<file path="config.mk">
export PLATFORM = sky130hd
export DESIGN_NAME = sram_read_ctrl
export DESIGN_NICKNAME = d
export VERILOG_FILES = /design/src/rtl/sram_read_ctrl.sv
export SDC_FILE = /design/constraint.sdc
export NUM_CORES = 1
export LEC_CHECK = 0
export ABC_AREA = 1
export CAP_MARGIN = 20
export CORE_MARGIN = 10
export CORE_UTILIZATION = 35
export DETAILED_ROUTE_END_ITERATION = 16
export PLACE_DENSITY = 0.75
export SYNTH_ARGS = -nofsm -noshare
export SYNTH_HDL_FRONTEND = slang
export SYNTH_SLANG_ARGS = --single-unit
</file>
<file path="constraint.sdc">
create_clock -name clk -period 1.5 [get_ports clk]
set_clock_uncertainty 0.2 [all_clocks]
set_input_delay 0.225 -clock clk [delete_from_list [all_inputs] [get_ports clk]]
set_output_delay 0.225 -clock clk [all_outputs]
set_load 0.02 [all_outputs]
</file>
<file path="src/rtl/sram_read_ctrl.sv">
// sram_read_ctrl
// Read sequencer and capture stage that sits in front of the column sense amps.
// A read request moves through five states:
//   IDLE    - waiting for a request
//   PRECH   - bitlines are precharged
//   DEVELOP - the selected wordline is raised so the bitlines can develop
//   SENSE   - the sense amps are strobed
//   RESP    - the captured word is presented on a valid/ready response
//
// Ports
//   clk        single clock; all state changes on the rising edge
//   rst        synchronous, active-high reset
//   req_valid  read request valid
//   req_ready  high only in IDLE
//   req_addr   row address, latched when a request is accepted
//   pc_en      bitline precharge enable
//   wl_sel     one-hot wordline select; all zero when no row is driven
//   sae        sense-amp enable strobe
//   preout     sense-amp outputs, one bit per column
//   rd_valid   response valid
//   rd_ready   response accepted by the consumer
//   rd_data    captured read word
//   rd_err     response belongs to an out-of-range address
//   dbg_state  current FSM state, for observation only
//
// Handshakes: a transfer happens on a rising edge where valid and ready are
// both high. A request is taken only while req_ready is high (IDLE). Once
// rd_valid rises, it stays high and rd_data/rd_err stay stable until the edge
// where rd_ready is seen high.
module sram_read_ctrl #(
  parameter int COLS       = 16,
  parameter int ROWS       = 16,
  parameter int ADDR_W     = 4,
  parameter int PRE_CYCLES = 2,
  parameter int DEV_CYCLES = 3
) (
  input  logic              clk,
  input  logic              rst,
  input  logic              req_valid,
  output logic              req_ready,
  input  logic [ADDR_W-1:0] req_addr,
  output logic              pc_en,
  output logic [ROWS-1:0]   wl_sel,
  output logic              sae,
  input  logic [COLS-1:0]   preout,
  output logic              rd_valid,
  input  logic              rd_ready,
  output logic [COLS-1:0]   rd_data,
  output logic              rd_err,
  output logic [2:0]        dbg_state
);

  localparam int MAX_CYC = (PRE_CYCLES > DEV_CYCLES) ? PRE_CYCLES : DEV_CYCLES;
  localparam int CNT_W   = $clog2(MAX_CYC + 1);

  typedef enum logic [2:0] {
    S_IDLE    = 3'd0,
    S_PRECH   = 3'd1,
    S_DEVELOP = 3'd2,
    S_SENSE   = 3'd3,
    S_RESP    = 3'd4
  } state_t;

  state_t            state_q, state_d;
  logic [CNT_W-1:0]  cnt_q, cnt_d;
  logic [ADDR_W-1:0] addr_q, addr_d;
  logic [COLS-1:0]   data_q, data_d;
  logic              err_q, err_d;

  // Registered copies of the state-decoded outputs. They are computed from
  // the next state, so each one changes on the same edge as the state does,
  // and no input ever reaches an output without going through a flop.
  logic              req_ready_q, req_ready_d;
  logic              pc_en_q, pc_en_d;
  logic [ROWS-1:0]   wl_sel_q, wl_sel_d;
  logic              sae_q, sae_d;
  logic              rd_valid_q, rd_valid_d;
  logic              wl_active;

  always_comb begin
    state_d = state_q;
    cnt_d   = cnt_q;
    addr_d  = addr_q;
    data_d  = data_q;
    err_d   = err_q;

    unique case (state_q)
      S_IDLE: begin
        if (req_valid) begin
          addr_d = req_addr;
          if (32'(req_addr) < ROWS) begin
            state_d = S_PRECH;
            cnt_d   = CNT_W'(PRE_CYCLES);
          end else begin
            // Out-of-range rows never touch the array: answer at once.
            state_d = S_RESP;
            data_d  = '0;
            err_d   = 1'b1;
          end
        end
      end
      S_PRECH: begin
        if (cnt_q == CNT_W'(1)) begin
          state_d = S_DEVELOP;
          cnt_d   = CNT_W'(DEV_CYCLES);
        end else begin
          cnt_d = cnt_q - CNT_W'(1);
        end
      end
      S_DEVELOP: begin
        if (cnt_q == CNT_W'(1)) begin
          state_d = S_SENSE;
          cnt_d   = '0;
        end else begin
          cnt_d = cnt_q - CNT_W'(1);
        end
      end
      S_SENSE: begin
        // Sense amps have been strobed for a full cycle; capture at the edge.
        data_d  = preout;
        err_d   = 1'b0;
        state_d = S_RESP;
      end
      S_RESP: begin
        if (rd_ready) state_d = S_IDLE;
      end
      default: state_d = S_IDLE;
    endcase

    req_ready_d = (state_d == S_IDLE);
    pc_en_d     = (state_d == S_PRECH);
    sae_d       = (state_d == S_SENSE);
    rd_valid_d  = (state_d == S_RESP);

    // The wordline stays up through SENSE so the bitlines hold their split.
    wl_active = (state_d == S_DEVELOP) || (state_d == S_SENSE);
    wl_sel_d  = '0;
    for (int r = 0; r < ROWS; r++) begin
      wl_sel_d[r] = wl_active && (32'(addr_d) == r);
    end
  end

  always_ff @(posedge clk) begin
    if (rst) begin
      state_q     <= S_IDLE;
      cnt_q       <= '0;
      addr_q      <= '0;
      data_q      <= '0;
      err_q       <= 1'b0;
      req_ready_q <= 1'b1;
      pc_en_q     <= 1'b0;
      wl_sel_q    <= '0;
      sae_q       <= 1'b0;
      rd_valid_q  <= 1'b0;
    end else begin
      state_q     <= state_d;
      cnt_q       <= cnt_d;
      addr_q      <= addr_d;
      data_q      <= data_d;
      err_q       <= err_d;
      req_ready_q <= req_ready_d;
      pc_en_q     <= pc_en_d;
      wl_sel_q    <= wl_sel_d;
      sae_q       <= sae_d;
      rd_valid_q  <= rd_valid_d;
    end
  end

  assign req_ready = req_ready_q;
  assign pc_en     = pc_en_q;
  assign wl_sel    = wl_sel_q;
  assign sae       = sae_q;
  assign rd_valid  = rd_valid_q;
  assign rd_data   = data_q;
  assign rd_err    = err_q;
  assign dbg_state = state_q;

endmodule

</file>
==> impl_metrics.toml, run 1 <==
[synthesis]
synth-main-ff-cell = "dfxtp_1"
synth_cell_types = 25
synth_seq_area_share = 0.545
yosysTopAreaCell = "dfxtp_1"
syn-num-nets = 227
synthTopCellsByCount = "59 x nor2_1, 45 x dfxtp_1, 24 x nand2_1"
synth.most_common_cell = "nor2_1"
yosys_warnings = 0
synth_edf_count = 0
synthTopCellsByArea = "dfxtp_1 55%, nor2_1 13%, nand2_1 5.5%, o21ai_0 3.0%, o21ai_1 3.0%"
syn_area_um2 = 1650
netlist_instances = 200
netlist.area_leader.share = 0.545
synthArstFlopShare = 0
syn_area_per_cell_um2 = 8.26
ys_ff_latch = 45

[sta]
whs_ps = 299
fin_crit_sh = 1.00
final.setup.worst_slack_ps = -2.00
setup_viol = 1
maxSlewViolCount = 0
hold_viol = 0
min_period_ps = 1500
max_freq_mhz = 666
rsz0062_at_grt = "yes"

[flow_run]
maxCapViolCount = 0

[setup_path]
critPathMaxFanout = 5
startpoint_type = "register"
worst_path_max_delay_cell = "dfxtp_2"
critPathTopFamily = "simple AND/OR/NAND/NOR gates"
crit_chain = "nor2_2, buf_4, inv_2, nand3_4, nor2_8, nand3_4, nor2_2"
max_stage_delay_ps = 380
path_buf_inv = 2
cp.arrival_ps = 1540
path_class = "reg -> reg"
endpoint_kind = "register"
critPathRequiredTime_ps = 1530

[finish]
final_layout_size_suffix_gt1_frac = 0.254
area_delta_synth_final_pct = 60.9
fin_nets = 305
multiInputGateArea_um2 = 831
regArea_um2 = 910
antenna_cells = 0
nFillCells = 403

[power_and_ir_drop]
leakage_nw = 1.29
totalPowerFinal_w = 0.00293
ir_worst_vdd_mv = 0.563
powerDensity_nw_per_um2 = 1100

[global_routing]
grt_pass1_wl_um = 7210
grt_max_degree = 20
antenna_found_initial = 0
grtUsageTotal = 0.118
grt_overflow = 0
first_global_vias = 1527

[outcome]
violations = "setup timing"
status = "finished, violations left"

[detailed_routing]
antenna_left = 0
drcViolationCount = 0
drt_iter0_markers = 60
drt-total-wl_um = 4710
first_pass_iters = 4
viasPerCell = 4.65
vias = 1539
wire_per_inst_um = 14.2

[die]
core_um2 = 4470
die_area_um2 = 7870
placementRows = 24
boundaryPins = 64
start_util = 0.369
die_y_um = 88.7
fp.dieW_um = 88.7

[hold_path]
hold_path_class = "reg -> reg"

[placed_design]
hpwl_um = 3430
port_buffers = 62
gp_routability_congestion = 0.752

[cts]
clk_path_buf_depth = 2
clock_sinks = 45
numCtsBuffers = 5
clk_latency_ps = 300
htree_levels = 2
clkTransAtPathRegs_ps = 80
root_buffer = "clkbuf_8"
tritoncts = "yes"
layer usage:
metal | share of wire | vias to the layer above | GRT usage
met5 | 0 | - | 0
met4 | 0.018 | 0 | 0.0602
met3 | 0.079 | 8 | 0.0515
met2 | 0.50 | 43 | 0.194
met1 | 0.40 | 708 | 0.127
li1 | - | 780 | -
sequential cells by signal, summed over array words and instances, names as in the netlist:
signal     count
wl_sel        16
rd_data       16
sae            1
addr_q         4
cnt_q          2
dbg_state      3
pc_en          1
rd_valid       1
req_ready      1
placed cells by master (no fill, tap or decap), types with 2 or more instances in the layout:
cell type        synthesis  routed
nand2_4                  0      11
buf_4                    1      14
clkbuf_8                 0       5
clkdlybuf4s50_1          0      23
o21ai_1                 10      10
nand2_2                  1       5
nand3_1                  7       6
dfxtp_1                 45      40
o21ai_0                 10      10
nor2_4                   2       4
nand2_1                 24       9
nor2_2                   1       7
inv_4                    0       3
a21oi_1                  6       5
nand3b_1                 2       2
dlygate4sd2_1            0      38
ha_1                     3       2
clkinv_2                 0       2
inv_1                    9       7
nand3_4                  1       5
nor2_1                  59      51
dfxtp_2                  0       4
inv_2                    5       4
stage by stage:
stage          cells  setup TNS, ps  instance area [um^2]   util  setup WS [ps]
2_1_floorplan    200              0                  1650      -           16.3
3_3_place_gp     320          -3810                  2410  0.538           -219
3_5_place_dp     320          -4330                  2410  0.538           -251
4_1_cts          328              0                  2440  0.546           8.69
5_1_grt          331           -539                  2660  0.594          -55.3
6_report         331          -2.00                  2660  0.594          -2.00
repair_timing:
| action | 4_1_cts | 5_1_grt |
|---|---|---|
| setup buffers | 0 | 3 |
| hold endpoints to repair | 0 | 0 |
| pin swaps | 1 | 17 |
| resized for setup | 42 | 53 |
| hold buffers | 0 | 0 |
| endpoints found under the setup margin | 45 | 20 |
power by group:
group          internal, W  total (W)  leakage, nW  switching (W)
clock network     0.000323   0.000717       0.0450       0.000394
registers          0.00128    0.00134        0.367      0.0000584
logic             0.000365   0.000872        0.878       0.000507
total              0.00197    0.00293         1.29       0.000959
path summary, 6_finish.rpt:
kind	startpoint	to	slack [ps]	cells past startpoint
setup / recovery	dbg_state[1]	wl_sel[3]	-2	7
hold / removal	rd_data[10]	rd_data[10]	300	2
setup reg to reg	dbg_state[1]	wl_sel[3]	-2	7
hold reg to reg	rd_data[10]	rd_data[10]	300	2
tightest hold or removal path, stage by stage, from the launching register on:
cell and delay [ps]:
dfxtp_1 330, o21ai_1 70, nor2_1 70
cell type report:
cell class	count	share of cell area
Sequential cell	45	0.342
Multi-Input combinational cell	134	0.313
Timing Repair Buffer	78	0.267
Clock buffer	6	0.0273
Tap cell	52	0.0245
Inverter	14	0.0226
Clock inverter	2	0.00377
cell families (layout without fill, tap and decap cells):
| kind of cell | count (synthesis) | in the layout | share of synthesized area |
|---|---|---|---|
| and+or+nand+nor | 104 | 104 | 0.294 |
| DFF | 45 | 45 | 0.545 |
| AOI/OAI and AO/OA | 26 | 26 | 0.0788 |
| buffers and inverters | 21 | 100 | 0.0568 |
| adders and majority gates | 3 | 3 | 0.0227 |
| other | 1 | 1 | 0.00227 |
No activity file was read; power rests on OpenSTA's default activity.
==> inputs of run 2 (changes only) <==
--- a/config.mk
+++ b/config.mk
@@ -6,7 +6,6 @@
 export NUM_CORES = 1
 export LEC_CHECK = 0
 export ABC_AREA = 1
-export CAP_MARGIN = 20
 export CORE_MARGIN = 10
 export CORE_UTILIZATION = 35
 export DETAILED_ROUTE_END_ITERATION = 16
==> results of run 2 <==
Same layout as run 1: the final DEF is identical, and so are final timing and power.
